$ cat src/rtl/uart_pkg.sv
// Shared types and elaboration helpers for the parametrised UART blocks.
// The receiver's optional parity stage is controlled by the UART_PARITY_EN macro.
package uart_pkg;

    typedef enum logic [2:0] {
        IDLE,
        START,
        DATA,
        PARITY,
        STOP,
        WAIT_HIGH
    } uart_rx_state_t;

    // Clock cycles per oversampling tick (integer floor)
    function automatic int uart_div(input longint clk_hz, input longint baud, input longint os);
        return int'(clk_hz / (baud * os));
    endfunction

    // Counter width for a counter that holds 0..n-1, never narrower than one bit
    function automatic int uart_cw(input int n);
        return (n <= 2) ? 1 : $clog2(n);
    endfunction

endpackage

$ cat src/rtl/uart_baud_tick.sv
// Oversampling tick generator: one-cycle pulse every DIV clocks, phase
// restartable through iClr so sampling can be aligned to a start edge.
module uart_baud_tick
    import uart_pkg::*;
#(
    parameter int DIV = 10
) (
    input  logic iClk,
    input  logic iRst_n,
    input  logic iClr,
    output logic oTick
);

    localparam int CW = uart_cw(DIV);

    logic [CW-1:0] cnt;

    always_ff @(posedge iClk) begin
        if (!iRst_n || iClr) begin
            cnt <= '0;
        end else if (cnt == CW'(DIV - 1)) begin
            cnt <= '0;
        end else begin
            cnt <= cnt + 1'b1;
        end
    end

    assign oTick = (cnt == CW'(DIV - 1));

endmodule

$ cat src/rtl/uart_rx_param.sv
// Oversampling UART receiver with mid-bit sampling and false-start rejection.
// Define UART_PARITY_EN to add a parity bit between data and stop.
module uart_rx_param
    import uart_pkg::*;
#(
    parameter int CLK_HZ     = 50_000_000,
    parameter int BAUD       = 9600,
    parameter int DATA_BITS  = 8,
    parameter int OVERSAMPLE = 16
) (
    input  logic                 iClk,
    input  logic                 iRst_n,
    input  logic                 iRx,
    input  logic                 iParityOdd,
    output logic [DATA_BITS-1:0] oData,
    output logic                 oValid,
    output logic                 oFrameErr,
    output logic                 oParityErr,
    output logic                 oBusy
);

    localparam int DIV = uart_div(CLK_HZ, BAUD, OVERSAMPLE);
    localparam int SW  = uart_cw(OVERSAMPLE);
    localparam int BW  = uart_cw(DATA_BITS);

    if (DIV < 1) begin : g_div_chk
        $error("uart_rx_param: CLK_HZ/(BAUD*OVERSAMPLE) must be at least 1");
    end
    if (DATA_BITS < 5 || DATA_BITS > 9) begin : g_bits_chk
        $error("uart_rx_param: DATA_BITS must be within 5..9");
    end
    if (OVERSAMPLE < 4 || (OVERSAMPLE % 2) != 0) begin : g_os_chk
        $error("uart_rx_param: OVERSAMPLE must be even and at least 4");
    end

    logic                 rx_meta;
    logic                 rx_s;
    uart_rx_state_t       state;
    logic [SW-1:0]        scnt;
    logic [BW-1:0]        bidx;
    logic [DATA_BITS-1:0] shift;
    logic                 tick;
    logic                 clr;
    logic                 mid_tick;
    logic                 end_tick;

    always_ff @(posedge iClk) begin
        if (!iRst_n) begin
            rx_meta <= 1'b1;
            rx_s    <= 1'b1;
        end else begin
            rx_meta <= iRx;
            rx_s    <= rx_meta;
        end
    end

    // Restart the tick phase on the start edge so samples land mid-bit
    assign clr = (state == IDLE) && !rx_s;

    uart_baud_tick #(
        .DIV (DIV)
    ) u_baud_tick (
        .iClk   (iClk),
        .iRst_n (iRst_n),
        .iClr   (clr),
        .oTick  (tick)
    );

    assign mid_tick = tick && (scnt == SW'(OVERSAMPLE / 2 - 1));
    assign end_tick = tick && (scnt == SW'(OVERSAMPLE - 1));
    assign oBusy    = (state != IDLE);

`ifdef UART_PARITY_EN
    logic perr;
    localparam uart_rx_state_t AFTER_DATA = PARITY;
`else
    logic unused_parity_odd;
    assign unused_parity_odd = iParityOdd;
    localparam uart_rx_state_t AFTER_DATA = STOP;
`endif

    always_ff @(posedge iClk) begin
        if (!iRst_n) begin
            state      <= IDLE;
            scnt       <= '0;
            bidx       <= '0;
            shift      <= '0;
            oData      <= '0;
            oValid     <= 1'b0;
            oFrameErr  <= 1'b0;
            oParityErr <= 1'b0;
`ifdef UART_PARITY_EN
            perr       <= 1'b0;
`endif
        end else begin
            oValid     <= 1'b0;
            oFrameErr  <= 1'b0;
            oParityErr <= 1'b0;
            case (state)
                IDLE: begin
                    if (!rx_s) begin
                        state <= START;
                        scnt  <= '0;
                    end
                end
                START: begin
                    if (mid_tick) begin
                        if (rx_s) begin
                            state <= IDLE;
                        end else begin
                            state <= DATA;
                            scnt  <= '0;
                            bidx  <= '0;
                        end
                    end else if (tick) begin
                        scnt <= scnt + 1'b1;
                    end
                end
                DATA: begin
                    if (end_tick) begin
                        shift <= {rx_s, shift[DATA_BITS-1:1]};
                        scnt  <= '0;
                        if (bidx == BW'(DATA_BITS - 1)) begin
                            state <= AFTER_DATA;
                        end else begin
                            bidx <= bidx + 1'b1;
                        end
                    end else if (tick) begin
                        scnt <= scnt + 1'b1;
                    end
                end
`ifdef UART_PARITY_EN
                PARITY: begin
                    if (end_tick) begin
                        perr  <= ((^shift) ^ rx_s) != iParityOdd;
                        state <= STOP;
                        scnt  <= '0;
                    end else if (tick) begin
                        scnt <= scnt + 1'b1;
                    end
                end
`endif
                STOP: begin
                    if (end_tick) begin
                        oValid    <= 1'b1;
                        oData     <= shift;
                        oFrameErr <= !rx_s;
`ifdef UART_PARITY_EN
                        oParityErr <= perr;
`endif
                        scnt      <= '0;
                        // A low stop bit may be a break; wait for idle before rearming
                        state     <= rx_s ? IDLE : WAIT_HIGH;
                    end else if (tick) begin
                        scnt <= scnt + 1'b1;
                    end
                end
                WAIT_HIGH: begin
                    if (rx_s) begin
                        state <= IDLE;
                    end
                end
                default: state <= IDLE;
            endcase
        end
    end

endmodule

$ cat config.mk
export PLATFORM = sky130hd
export DESIGN_NAME = uart_rx_param
export DESIGN_NICKNAME = d
export VERILOG_FILES = /design/src/rtl/uart_pkg.sv /design/src/rtl/uart_baud_tick.sv /design/src/rtl/uart_rx_param.sv
export SDC_FILE = /design/constraint.sdc
export NUM_CORES = 1
export LEC_CHECK = 0
export BUFFER_PORTS_ARGS = -buffer_cell sky130_fd_sc_hd__buf_2
export CORE_MARGIN = 8
export CORE_UTILIZATION = 58
export DETAILED_ROUTE_END_ITERATION = 6
export PLACE_DENSITY = 0.78
export RECOVER_POWER = 100
export SETUP_SLACK_MARGIN = 0.05
export SLEW_MARGIN = 20
export SYNTH_ARGS = -nofsm -noshare
export SYNTH_HDL_FRONTEND = slang
export SYNTH_SLANG_ARGS = --single-unit
$ cat constraint.sdc
create_clock -name iClk -period 2.6 [get_ports iClk]
set_input_delay 0.13 -clock iClk [delete_from_list [all_inputs] [get_ports iClk]]
set_output_delay 0.13 -clock iClk [all_outputs]
set_load 0.02 [all_outputs]
; ---- Word-level counts from Yosys, hierarchy flattened
; Index checks and enable logic that the tools add are counted.
[totals]
reg_bits = 39
word_cells = 67
[classes]
addsub = 3
n_eq_ne = 16
mux = 20
reduce_logical = 18
[op_table]
columns = op, count
row1 = $mux W3, 11
row2 = $mux W4, 4
row3 = $ne A2 B2 Y1 const B, 8
row4 = $pmux W3 S5, 1
row5 = $pmux W4 S3, 1
row6 = $add A9 B1 Y9 const B, 1
row7 = $eq A3 B3 Y1 const B, 3
row8 = $eq A9 B9 Y1 const B, 1
row9 = $pmux W3 S2, 1
row10 = $reduce_and A2 Y1, 3
row11 = $reduce_and A6 Y1, 1
row12 = $reduce_bool A3 Y1, 2
row13 = $reduce_and A5 Y1, 1
row14 = $add A4 B1 Y4 const B, 1
row15 = $eq A4 B3 Y1 const B, 1
row16 = $eq A4 B4 Y1 const B, 1
row17 = $reduce_or A2 Y1, 2
row18 = $add A3 B1 Y3 const B, 1
row19 = $eq A3 B1 Y1 const B, 1
row20 = $eq A3 B2 Y1 const B, 1
row21 = $logic_and A1 B1 Y1, 3
row22 = $logic_not A3 Y1, 1
row23 = $reduce_and A3 Y1, 1
row24 = $logic_not A1 Y1, 2
row25 = other kinds (4), 4

; ---- Logic depth before layout (Yosys ltp)
[logic_depth]
word_depth = 4
ltp_mapped = 7

; ---- Modules after synthesis
; A second synthesis with hierarchy kept.
[unflattened]
cells_unflattened = 201
hier_area_um2 = 1878.1
[modules_own_cells]
columns = mod, instances, cells_each, area_each_um2
row1 = uart_rx_param, 1, 154, 1457.6
row2 = uart_baud_tick, 1, 47, 420.4

; ---- Worst setup path before layout
; No wires, ideal clock.
[synth_timing]
kind = flip-flop to flip-flop
from = register u_baud_tick.cnt[7]
to = register state[2]
setup_time_ps = 116
arrival_time_ps = 1780
required_ps = 2484
slack_ps = 704
stages_incl_launch_ff = 5
period_less_slack_ps = 1896
path_cell_list = dfxtp_1 -> or4b_4 -> or4_1 -> o221a_1 -> a41o_1
[synth_between]
elab_chain_cells = 4
word_cells_on_any_way = 7
classes_between = 4 x eq/ne / 3 x reduce/logical
[synth_rtl]
columns = item, line_no
row1 = from (decl), uart_baud_tick.sv:16  ; logic [CW-1:0] cnt;
row2 = from (signal assigned), uart_baud_tick.sv:24  ; cnt <= cnt + 1'b1;
row3 = $eq A9 B9 Y1 (*), uart_baud_tick.sv:28  ; assign oTick = (cnt == CW'(DIV - 1));
row4 = $logic_and A1 B1 Y1 (on tied branches), "uart_rx_param.sv:70, uart_rx_param.sv:69"
row5 = $ne A2 B2 Y1 (no line), --
row6 = $reduce_and A6 Y1 (no line) (*), --
row7 = to (signal assigned), uart_rx_param.sv:153  ; state <= rx_s ? IDLE : WAIT_HIGH;
row8 = to (decl), uart_rx_param.sv:38  ; uart_rx_state_t state;
; Every way passes the cells marked *; elsewhere a longest branch is shown, timed or not.
; A chain may end at the register's enable or synchronous reset.

; ---- Worst setup path in the final report
[layout_timing]
from = register u_baud_tick.cnt[7]
to = register bidx[0]
[layout_between]
elab_chain_cells = 4
word_cells_on_any_way = 6
classes_between = 3 x eq/ne / 3 x reduce/logical
[layout_rtl]
columns = item, line_no
row1 = $eq A9 B9 Y1 (*), uart_baud_tick.sv:28
row2 = $logic_and A1 B1 Y1 (on tied branches), "uart_rx_param.sv:70, uart_rx_param.sv:69"
row3 = $ne A2 B2 Y1 (no line), --
row4 = $reduce_and A5 Y1 (no line) (*), --
row5 = to (signal assigned), uart_rx_param.sv:126  ; bidx <= bidx + 1'b1;
row6 = to (decl), uart_rx_param.sv:40  ; logic [BW-1:0] bidx;
; Marks and branches as above.

==> out/results.ini <==
[grt]
gr-usage-met1_pct=15.79
use_met3_pct=4.533
antenna_found_initial=0
grt_pass1_wl_mm=6.223
grt_overflow=0
grt_pass1_vias=1404
global_route.usage.met2_pct=25.25
grt_max_degree=22
busiest_layer=met2
grtUsageTotal_pct=14.79

[critical_path]
crit_fanout=9
critPathArrivalTime_ns=2.61
end_kind=register
worstRegToRegCells=5
critPathLaunchType=register
crit_end=bidx[0]
reg2reg_slack_ns=0.30
startpoint=u_baud_tick.cnt[7]
path_class=register to register
worstPathRequired_ns=2.90
timing.rr.start=u_baud_tick.cnt[7]
worst_r2r_endpoint=bidx[0]

[cts]
insertion_delay_ns=0.35
clockRootBuffer=clkbuf_4
htreeDepth=2
tritoncts=done
clkSinkCount=39
post_cts_buffers=0
numCtsBuffers=5
path_clk_slew_ns=0.12
cts_max_path_buffers=2

[cells_and_area]
layout_commonest_cell=dfxtp_1
fillers=289
fin_nets=219
fin_area_sq_mm=0.001954
drive_above_1_share_pct=8.057
antenna_cells=0
final_cell_mix=39 x dfxtp_1, 35 x nor2_1, 17 x mux2i_1
area_growth_pct=3.925
multiInputGateArea_sq_um=962.2
register_area_sq_um=780.7

[pwr]
p_seq_share_pct=64.3
combPwrFrac_pct=4.9
p_clk_share_pct=30.8
p_leak_nw=0.7687
ir_drop_uv=351.9
p_per_area_mw_per_mm2=487.7
swShare_pct=24.13
p_sw_uw=230.0
internal_power_uw=723.2

[min_path]
min-delay-start=iRst_n
hold_class=primary input to register

[placed_design]
dp_hpwl_mm=2.655
gp_congestion=0.8444
io_buffers=13
post_dp_cell_area_sq_mm=0.001922
pre_cts_slack_ns=0.5225

[synthesis]
ys_seq_area_share_pct=41.52
syn-cell-area_sq_mm=0.001881
synth_enable_flop_cells=0
synth_nets=208
synth_area_per_cell_sq_um=9.450
synth_top_area_share_pct=41.52
synth_top_cell_by_area=dfxtp_1
async_flop_share_pct=0
synth_area_leaders=dfxtp_1 42%, mux2i_1 9.0%, nor2_1 7.0%, clkbuf_8 3.7%, ha_1 3.3%
synth_cells=199
yosysUniqueCellTypes=52
postSynth.topFlopCell=dfxtp_1
synth-warning-count=0
synth-seq-cells=39

[timing]
slew_headroom_pct=27.46
min_period_ns=2.304
slew_violations=0
finalSetupViolCount=0
tns_ns=0
rsz0062_at_grt=false
fmax_mhz=434.1
hold_violations=0
worst_pin_slew_ns=1.077
timing.final.crit_share_pct=88.61
finalClockSkew_ns=0.01498
fin_ws_ns=0.2961

[routing]
route.detailed.drc=0
postRouteAntennaNets=0
wl_per_cell_um=14.65
avgViaCountPerCell=5.788
wl_mm=3.735
first_iter_violations=143
firstDrtPassIters=4
num_vias=1476

[floorplanning]
core_sq_mm=0.003078
fp-row-count=20
die_w_um=72.94
die_h_um=72.94
dieArea_sq_mm=0.005320
io_pins=16
start_util_pct=61.10

[job]
maxCapViolCount=0

[status]
status=finished clean

==> cell usage after synthesis (3+ instances only) <==
master / instances
clkbuf_1: 4
clkbuf_8: 5
dfxtp_1: 39
ha_1: 5
inv_1: 7
mux2i_1: 17
nand2_1: 8
nand3_1: 7
nand4_1: 6
nor2_1: 35
nor4b_1: 3
xor2_1: 7
==> metal layers <==
metal | wire length, um | part of all wire [%] | vias up
met5 | 0 | 0 | -
met1 | 1591 | 43 | 706
li1 | - | - | 730
met3 | 195 | 5.2 | 6
met4 | 63 | 1.7 | 0
met2 | 1884 | 50 | 34
==> cells by family (layout without fill, tap and decap cells) <==
family | count (synthesis) | count (layout) | synth area share, %
DFF | 39 | 39 | 41.52
and+or+nand+nor | 83 | 83 | 23.82
buffers and inverters | 20 | 32 | 7.119
other | 1 | 1 | 0.1994
muxes | 18 | 18 | 9.647
AOI/OAI and AO/OA | 23 | 23 | 9.647
adders and majority gates | 6 | 6 | 3.859
xor gates and xnor gates | 9 | 9 | 4.192
==> power groups by stage <==
stage,sequential (mW),clock [mW],combinational [mW]
floorplan,0.622,0,0.0426
global placement,0.626,0,0.0429
detailed placement,0.626,0,0.0449
CTS,0.613,0.308,0.0466
global route,0.615,0.330,0.0539
finish,0.613,0.294,0.0463
==> metrics by stage <==
| stage | hold WS (ns) | std cells | util [%] | total power, mW |
|---|---|---|---|---|
| 3_5_place_dp | 0.3170 | 246 | 62.44 | 0.6714 |
| 4_1_cts | 0.09848 | 255 | 64.51 | 0.9670 |
| 3_3_place_gp | 0.3101 | 246 | 62.44 | 0.6690 |
| 5_1_grt | 0.1108 | 255 | 63.50 | 0.9981 |
| 6_report | 0.1057 | 255 | 63.50 | 0.9532 |
| 2_1_floorplan | 0.2315 | 199 | - | 0.6642 |
==> what timing repair did <==
action / 4_1_cts / 5_1_grt
hold buffers: 1 / 0
resized for setup: 0 / 0
hold endpoints to repair: 1 / 0
==> worst min-delay path by stage <==
stage	endpoint	slack [ns]	depth (start not counted)
2_1_floorplan	rx_meta	0.23	1
3_3_place_gp	rx_meta	0.31	2
3_5_place_dp	rx_meta	0.32	2
4_1_cts	rx_s	0.1	2
5_1_grt	rx_s	0.11	2
6_report	rx_s	0.11	2
==> area by class of cell <==
type	count	share of cell area, %
sequential	39	39.95
clock buffer	6	2.113
multi-input combinational	140	49.23
tap	44	2.817
inverter	7	1.344
timing repair buffer	17	3.905
clock inverter	2	0.6402
==> critical path, stage by stage, from the launching register on <==
cell and delay (ns):
dfxtp_1 0.36, or4b_1 0.64, nor4_1 0.26, clkbuf_1 0.50
nor3b_2 0.33, mux2_2 0.19
==> sequential cells by signal, indices dropped and copies added, names as in the netlist <==
name	flops
rx_s	1
state	3
shift	8
rx_meta	1
bidx	3
scnt	4
oFrameErr	1
oValid	1
oData	8
u_baud_tick.cnt	9
Power figures use the tool's default switching activity.
